## config.mk

```make
export PLATFORM = sky130hd
export DESIGN_NAME = seg_scan_decoder
export DESIGN_NICKNAME = d
export VERILOG_FILES = /design/src/rtl/seg7_pkg.sv /design/src/rtl/seg7_to_hex.sv /design/src/rtl/seg_scan_decoder.sv
export SDC_FILE = /design/constraint.sdc
export NUM_CORES = 1
export LEC_CHECK = 0
export CAP_MARGIN = 10
export CORE_UTILIZATION = 56
export DETAILED_ROUTE_END_ITERATION = 6
export DONT_BUFFER_PORTS = 1
export PLACE_DENSITY = 0.74
export SKIP_LAST_GASP = 1
export SYNTH_ARGS = -nofsm -noshare
export SYNTH_HDL_FRONTEND = slang
export SYNTH_SLANG_ARGS = --single-unit
```

## constraint.sdc

```tcl
create_clock -name clk -period 2.25 [get_ports clk]
set_input_delay 0.225 -clock clk [delete_from_list [all_inputs] [get_ports clk]]
set_output_delay 0.225 -clock clk [all_outputs]
set_load 0.1 [all_outputs]
```

## src/rtl/seg7_pkg.sv

```systemverilog
// seg7_pkg: shared definitions for the 7-segment scan reader.
//   - Glyph0..GlyphF : segment patterns (bit 6 = a ... bit 0 = g, active-high)
//   - scan_state_e   : stability FSM states
//   - onehot_to_idx  : index of the set bit of an up-to-8-bit one-hot vector
package seg7_pkg;

  localparam logic [6:0] Glyph0 = 7'b1111110;
  localparam logic [6:0] Glyph1 = 7'b0110000;
  localparam logic [6:0] Glyph2 = 7'b1101101;
  localparam logic [6:0] Glyph3 = 7'b1111001;
  localparam logic [6:0] Glyph4 = 7'b0110011;
  localparam logic [6:0] Glyph5 = 7'b1011011;
  localparam logic [6:0] Glyph6 = 7'b1011111;
  localparam logic [6:0] Glyph7 = 7'b1110000;
  localparam logic [6:0] Glyph8 = 7'b1111111;
  localparam logic [6:0] Glyph9 = 7'b1111011;
  localparam logic [6:0] GlyphA = 7'b1110111;
  localparam logic [6:0] GlyphB = 7'b0011111;
  localparam logic [6:0] GlyphC = 7'b1001110;
  localparam logic [6:0] GlyphD = 7'b0111101;
  localparam logic [6:0] GlyphE = 7'b1001111;
  localparam logic [6:0] GlyphF = 7'b1000111;

  typedef enum logic [1:0] {
    StIdle,
    StCount,
    StLocked
  } scan_state_e;

  // Only meaningful for one-hot input; the highest set bit wins otherwise.
  function automatic logic [2:0] onehot_to_idx(input logic [7:0] oh);
    logic [2:0] idx;
    idx = '0;
    for (int i = 0; i < 8; i++) begin
      if (oh[i]) idx = 3'(i);
    end
    return idx;
  endfunction

endpackage

```

## src/rtl/seg7_to_hex.sv

```systemverilog
// seg7_to_hex: combinational decode of a 7-segment pattern to a hex nibble.
// Ports:
//   pattern_i [6:0] : segment levels, bit 6 = a ... bit 0 = g, active-high
//   nibble_o  [3:0] : decoded value, 0 when the pattern is not a glyph
//   legal_o         : pattern matches one of the 16 hex glyphs
module seg7_to_hex
  import seg7_pkg::*;
(
  input  logic [6:0] pattern_i,
  output logic [3:0] nibble_o,
  output logic       legal_o
);

  always_comb begin
    nibble_o = 4'h0;
    legal_o  = 1'b1;
    case (pattern_i)
      Glyph0:  nibble_o = 4'h0;
      Glyph1:  nibble_o = 4'h1;
      Glyph2:  nibble_o = 4'h2;
      Glyph3:  nibble_o = 4'h3;
      Glyph4:  nibble_o = 4'h4;
      Glyph5:  nibble_o = 4'h5;
      Glyph6:  nibble_o = 4'h6;
      Glyph7:  nibble_o = 4'h7;
      Glyph8:  nibble_o = 4'h8;
      Glyph9:  nibble_o = 4'h9;
      GlyphA:  nibble_o = 4'hA;
      GlyphB:  nibble_o = 4'hB;
      GlyphC:  nibble_o = 4'hC;
      GlyphD:  nibble_o = 4'hD;
      GlyphE:  nibble_o = 4'hE;
      GlyphF:  nibble_o = 4'hF;
      default: legal_o = 1'b0;
    endcase
  end

endmodule

```

## src/rtl/seg_scan_decoder.sv

```systemverilog
// seg_scan_decoder: samples a multiplexed 7-segment display bus and recovers
// the hex nibble shown on each digit once the bus has held stable.
// Ports:
//   clk, rst_n  : clock, synchronous active-low reset
//   seg [6:0]   : segment levels (bit 6 = a), asynchronous
//   an  [D-1:0] : one-hot digit selects, asynchronous
//   clr_err     : clears err_sticky
//   digits      : captured nibbles, digit i in [4i+3:4i]
//   digit_vld   : digit i has captured a legal glyph
//   upd_valid   : one-cycle pulse per capture, qualified by upd_idx/upd_nibble/upd_err
//   err_sticky  : set by any illegal capture, held until clr_err
// Build option: define SEG_ACTIVE_LOW_EN for active-low (common-anode) seg/an.
module seg_scan_decoder
  import seg7_pkg::*;
#(
  parameter int unsigned DIGITS        = 4,
  parameter int unsigned STABLE_CYCLES = 8
) (
  input  logic                                     clk,
  input  logic                                     rst_n,
  input  logic [6:0]                               seg,
  input  logic [DIGITS-1:0]                        an,
  input  logic                                     clr_err,
  output logic [4*DIGITS-1:0]                      digits,
  output logic [DIGITS-1:0]                        digit_vld,
  output logic                                     upd_valid,
  output logic [((DIGITS > 1) ? $clog2(DIGITS) : 1)-1:0] upd_idx,
  output logic [3:0]                               upd_nibble,
  output logic                                     upd_err,
  output logic                                     err_sticky
);

  localparam int unsigned IdxW = (DIGITS > 1) ? $clog2(DIGITS) : 1;
  localparam int unsigned CntW = $clog2(STABLE_CYCLES + 1);
  localparam int unsigned BusW = DIGITS + 7;

  logic [BusW-1:0] sync1_q, sync2_q, prev_q;
  logic [BusW-1:0] s;
  logic [DIGITS-1:0] s_an;
  logic [6:0]        s_seg;
  logic              change, sel_ok;

  scan_state_e       state_q, state_d;
  logic [CntW-1:0]   cnt_q, cnt_d;
  logic              capture;

  logic [3:0]        dec_nibble;
  logic              dec_legal;
  logic [IdxW-1:0]   cap_idx;

  logic [4*DIGITS-1:0] digits_q, digits_d;
  logic [DIGITS-1:0]   digit_vld_q, digit_vld_d;
  logic                upd_valid_q, upd_valid_d;
  logic [IdxW-1:0]     upd_idx_q, upd_idx_d;
  logic [3:0]          upd_nibble_q, upd_nibble_d;
  logic                upd_err_q, upd_err_d;
  logic                err_sticky_q, err_sticky_d;

`ifdef SEG_ACTIVE_LOW_EN
  assign s = ~sync2_q;
`else
  assign s = sync2_q;
`endif

  assign s_an   = s[BusW-1:7];
  assign s_seg  = s[6:0];
  assign change = (s != prev_q);
  assign sel_ok = $onehot(s_an);

  seg7_to_hex u_seg7_to_hex (
    .pattern_i (s_seg),
    .nibble_o  (dec_nibble),
    .legal_o   (dec_legal)
  );

  assign cap_idx = IdxW'(onehot_to_idx(8'(s_an)));

  // Stability FSM: a change always restarts the count (or drops to idle on a
  // bad select); LOCKED suppresses re-capture of a held value.
  always_comb begin
    state_d = state_q;
    cnt_d   = cnt_q;
    capture = 1'b0;
    unique case (state_q)
      StIdle: begin
        if (change && sel_ok) begin
          state_d = StCount;
          cnt_d   = CntW'(1);
        end
      end
      StCount: begin
        if (change) begin
          state_d = sel_ok ? StCount : StIdle;
          cnt_d   = sel_ok ? CntW'(1) : '0;
        end else if (cnt_q >= CntW'(STABLE_CYCLES)) begin
          capture = 1'b1;
          state_d = StLocked;
        end else begin
          cnt_d = cnt_q + CntW'(1);
        end
      end
      StLocked: begin
        if (change) begin
          state_d = sel_ok ? StCount : StIdle;
          cnt_d   = sel_ok ? CntW'(1) : '0;
        end
      end
      default: begin
        state_d = StIdle;
        cnt_d   = '0;
      end
    endcase
  end

  always_comb begin
    digits_d     = digits_q;
    digit_vld_d  = digit_vld_q;
    upd_valid_d  = capture;
    upd_idx_d    = '0;
    upd_nibble_d = 4'h0;
    upd_err_d    = 1'b0;
    err_sticky_d = err_sticky_q & ~clr_err;
    if (capture) begin
      upd_idx_d = cap_idx;
      if (dec_legal) begin
        upd_nibble_d               = dec_nibble;
        digits_d[cap_idx*4 +: 4]   = dec_nibble;
        digit_vld_d[cap_idx]       = 1'b1;
      end else begin
        upd_err_d    = 1'b1;
        // A new error wins over a simultaneous clear.
        err_sticky_d = 1'b1;
      end
    end
  end

  always_ff @(posedge clk) begin
    if (!rst_n) begin
      sync1_q      <= '0;
      sync2_q      <= '0;
      prev_q       <= '0;
      state_q      <= StIdle;
      cnt_q        <= '0;
      digits_q     <= '0;
      digit_vld_q  <= '0;
      upd_valid_q  <= 1'b0;
      upd_idx_q    <= '0;
      upd_nibble_q <= 4'h0;
      upd_err_q    <= 1'b0;
      err_sticky_q <= 1'b0;
    end else begin
      sync1_q      <= {an, seg};
      sync2_q      <= sync1_q;
      prev_q       <= s;
      state_q      <= state_d;
      cnt_q        <= cnt_d;
      digits_q     <= digits_d;
      digit_vld_q  <= digit_vld_d;
      upd_valid_q  <= upd_valid_d;
      upd_idx_q    <= upd_idx_d;
      upd_nibble_q <= upd_nibble_d;
      upd_err_q    <= upd_err_d;
      err_sticky_q <= err_sticky_d;
    end
  end

  assign digits     = digits_q;
  assign digit_vld  = digit_vld_q;
  assign upd_valid  = upd_valid_q;
  assign upd_idx    = upd_idx_q;
  assign upd_nibble = upd_nibble_q;
  assign upd_err    = upd_err_q;
  assign err_sticky = err_sticky_q;

endmodule
```

==> metrics.yaml <==
worst_setup_path:
  reg2reg_depth: 6
  cp-start-kind: "register"
  cp.arrival_ns: 2.41
  cp.depth: 6
  cpMaxStageDelayCell: "or4_1"
  cp_top_family: "compound AO/OA/AOI/OAI gates"
  crit_fanout: 9
  crit_path_start: "s[6]$_SDFF_PN0_"
  path_cells: "buf_4, or4_1, a211oi_2, a211oi_4, a311oi_2, o22ai_1"
  crit_type: "reg -> reg"
  rr_startpoint: "s[6]$_SDFF_PN0_"
  end_kind: "register"
  slowest_delay_ns: 0.44
  path_buf_inv: 1
  critPathRequiredTime_ns: 2.46
cts:
  htreeDepth: 3
  path_clk_slew_ns: 0.07
  cts_root_buf: "clkbuf_8"
  clock-sinks: 68
  cts_max_path_buffers: 2
  clock_latency_ns: 0.34
  cts_buffers: 9
  cts_tree: "built"
grt:
  grt_pass1_wl_um: 9830
  grt_usage_pct: 24.1
  grt_max_degree: 35
  antenna_found_initial: 0
  overflow: 0
  grt_pass1_vias: 2223
route:
  wl_met3_um: 357
  met1Wirelength_um: 2650
  met2_length_um: 3100
  drt_first_pass_iters: 4
  drt_wl_total_um: 6200
  drt.antenna.violating_nets: 0
  top_layer: "met4"
  route.detailed.vias_per_inst: 5.35
  drc: 0
  wire_per_inst_um: 13.9
  drt_iter0_markers: 93
  dr_total_vias: 2381
sta:
  setup_viol: 0
  fmax_mhz: 454
  slew_headroom_pct: 45.5
  worstMarginPinSlew_ns: 0.815
  final_max_slew_viol_count: 0
  fin_crit_sh_pct: 98.0
  final.setup.worst_slack_ns: 0.0449
  hold_slack_ns: 0.0115
  finalHoldViolations: 0
  finClkSkew_ns: 0.00752
  min_period_ns: 2.21
  rsz0062_at_grt: "yes"
  totalNegativeSetupSlack_ns: 0
die:
  die_area_mm2: 0.00562
  core-area_mm2: 0.00511
  rows: 26
  fp.dieW_um: 75.0
  start_util_pct: 58.4
  die_y_um: 75.0
  num_io_pins: 43
status:
  status: "finished clean"
placement:
  place_ws_ns: 0.0602
  gp_congestion: 0.842
  placed_cells: 413
  numPortBuffers: 0
  hpwl_um: 4000
  placed_area_mm2: 0.00340
final_layout:
  drive_gt1_share_pct: 24.3
  num_antenna_cells: 0
  instances_no_fill: 445
  syn_to_final_growth_pct: 26.7
  finalCoreUtilization_pct: 74.0
  layout.nets: 397
  final_cell_mix: "dfxtp_1, buf_4, and2_1"
  final_cell_area_mm2: 0.00378
  mostFrequentLayoutCell: "dfxtp_1"
power_and_ir_drop:
  power.density_mw_per_mm2: 654
  leakage_nw: 1.54
  ir_worst_vdd_mv: 0.434
  finalPower_mw: 2.47
  p_seq_share_pct: 51.0
  power_switching_share_pct: 23.8
  combPwrFrac_pct: 8.6
  pwr-share-clk_pct: 40.4
  p_int_mw: 1.88
  p_switching_uw: 587
logic_synthesis:
  postSynthNetCount: 334
  yosysTopAreaCell: "dfxtp_1"
  synth_top_area_share_pct: 45.7
  seq_area_frac_synth_pct: 45.7
  synthCells: 307
  synth_cell_type_count: 55
  synth_compound_area_share_pct: 15.8
  syn_area_mm2: 0.00298
  synth_area_leaders: "dfxtp_1, and2_1, ha_1"
  ys_ff_latch: 68
  synthSimpleGateAreaFrac_pct: 24.0
  synth_xor_area_share_pct: 3.52
  synth_top_family_by_area: "simple AND/OR/NAND/NOR gates"
  yosys_warnings: 0
  synthFlopType: "dfxtp_1"
  synth_edf_count: 0
  synth.avg_cell_area_um2: 9.71
  synthMuxAreaShare_pct: 0
  synthAdderAreaFrac_pct: 5.71
  async_flop_share_pct: 0
min_path:
  hold_class: "in -> reg"
  hold_depth: 1
  worstHoldStart: "seg[1]"
job:
  cap_violations: 0
==> sequential cells by signal, summed over array words and instances, names as in the netlist, 2 cells and up <==
signal	count
cnt_q	4
digit_vld	4
digits	16
prev_q	11
s	11
state_q	2
sync1_q	11
upd_idx	2
upd_nibble	4
==> power groups by stage <==
stage / clock, mW / combinational [mW] / sequential [mW]
4_1_cts: 1.02 / 0.207 / 1.26
5_1_grt: 1.07 / 0.236 / 1.26
6_report: 0.999 / 0.213 / 1.26
3_5_place_dp: 0 / 0.179 / 1.29
3_3_place_gp: 0 / 0.175 / 1.28
2_1_floorplan: 0 / 0.151 / 1.27
==> routing by layer <==
layer / GRT usage (%) / vias to the layer above
li1: - / 1201
met1: 27.4 / 1119
met2: 40.2 / 54
met3: 6.16 / 7
met4: 15.7 / 0
met5: 0 / -
==> synth_stat cells, types with 2 or more instances <==
cell type and number:
dfxtp_1 68, and2_1 34, nand2_1 26, o22ai_1 18
inv_1 17, ha_1 12, xnor2_1 12, clkbuf_1 9
nor2_1 8, buf_2 7, nand3_1 7, nor3_1 7
nand2b_1 6, nor3b_1 5, o21ai_0 5, a21oi_1 4
a311oi_2 4, a32o_1 4, nand4_1 4, or2_1 4
and3_1 3, or4bb_1 3, a211oi_1 2, a211oi_2 2
a31o_2 2, buf_4 2, nor2b_1 2, o31a_1 2
or4_1 2
==> final cells by class <==
| cell class | count | area (um2) |
|---|---|---|
| Clock buffer | 10 | 138 |
| Inverter | 17 | 63.8 |
| Clock inverter | 6 | 63.8 |
| Sequential cell | 68 | 1370 |
| Fill cell | 374 | 1330 |
| Multi-Input combinational cell | 203 | 1480 |
| Timing Repair Buffer | 71 | 583 |
| Tap cell | 70 | 87.6 |
==> repair_timing <==
action	in CTS	in global routing
resized for setup	0	8
hold buffers	14	1
hold endpoints to repair	30	1
endpoints found under the setup margin	0	21
buffers inserted	0	1
==> path summary, 6_finish.rpt <==
check / slack (ns) / to
setup / recovery: 0.04 / digits[5]$_SDFFE_PN0P_
hold / removal: 0.01 / sync1_q[1]$_SDFF_PN0_
setup reg to reg: 0.04 / digits[5]$_SDFFE_PN0P_
hold reg to reg: 0.43 / s[9]$_SDFF_PN0_
==> logic make-up (layout without fill, tap and decap cells) <==
kind of cell | Yosys count | count (layout)
AND/OR/NAND/NOR | 122 | 122
flip-flops | 68 | 68
AO/OA/AOI/OAI | 56 | 56
buffers and inverters | 36 | 104
adder cells (fa/ha/maj) | 13 | 13
XOR/XNOR | 12 | 12
==> worst reg2reg max path, delay by kind of cell (launching register included) <==
family	cells	cell delay [ns]
buffers and inverters	1	0.20
and+or+nand+nor	1	0.44
DFF	1	0.39
AOI/OAI and AO/OA	4	1.04
No activity file was read; power rests on OpenSTA's default activity.
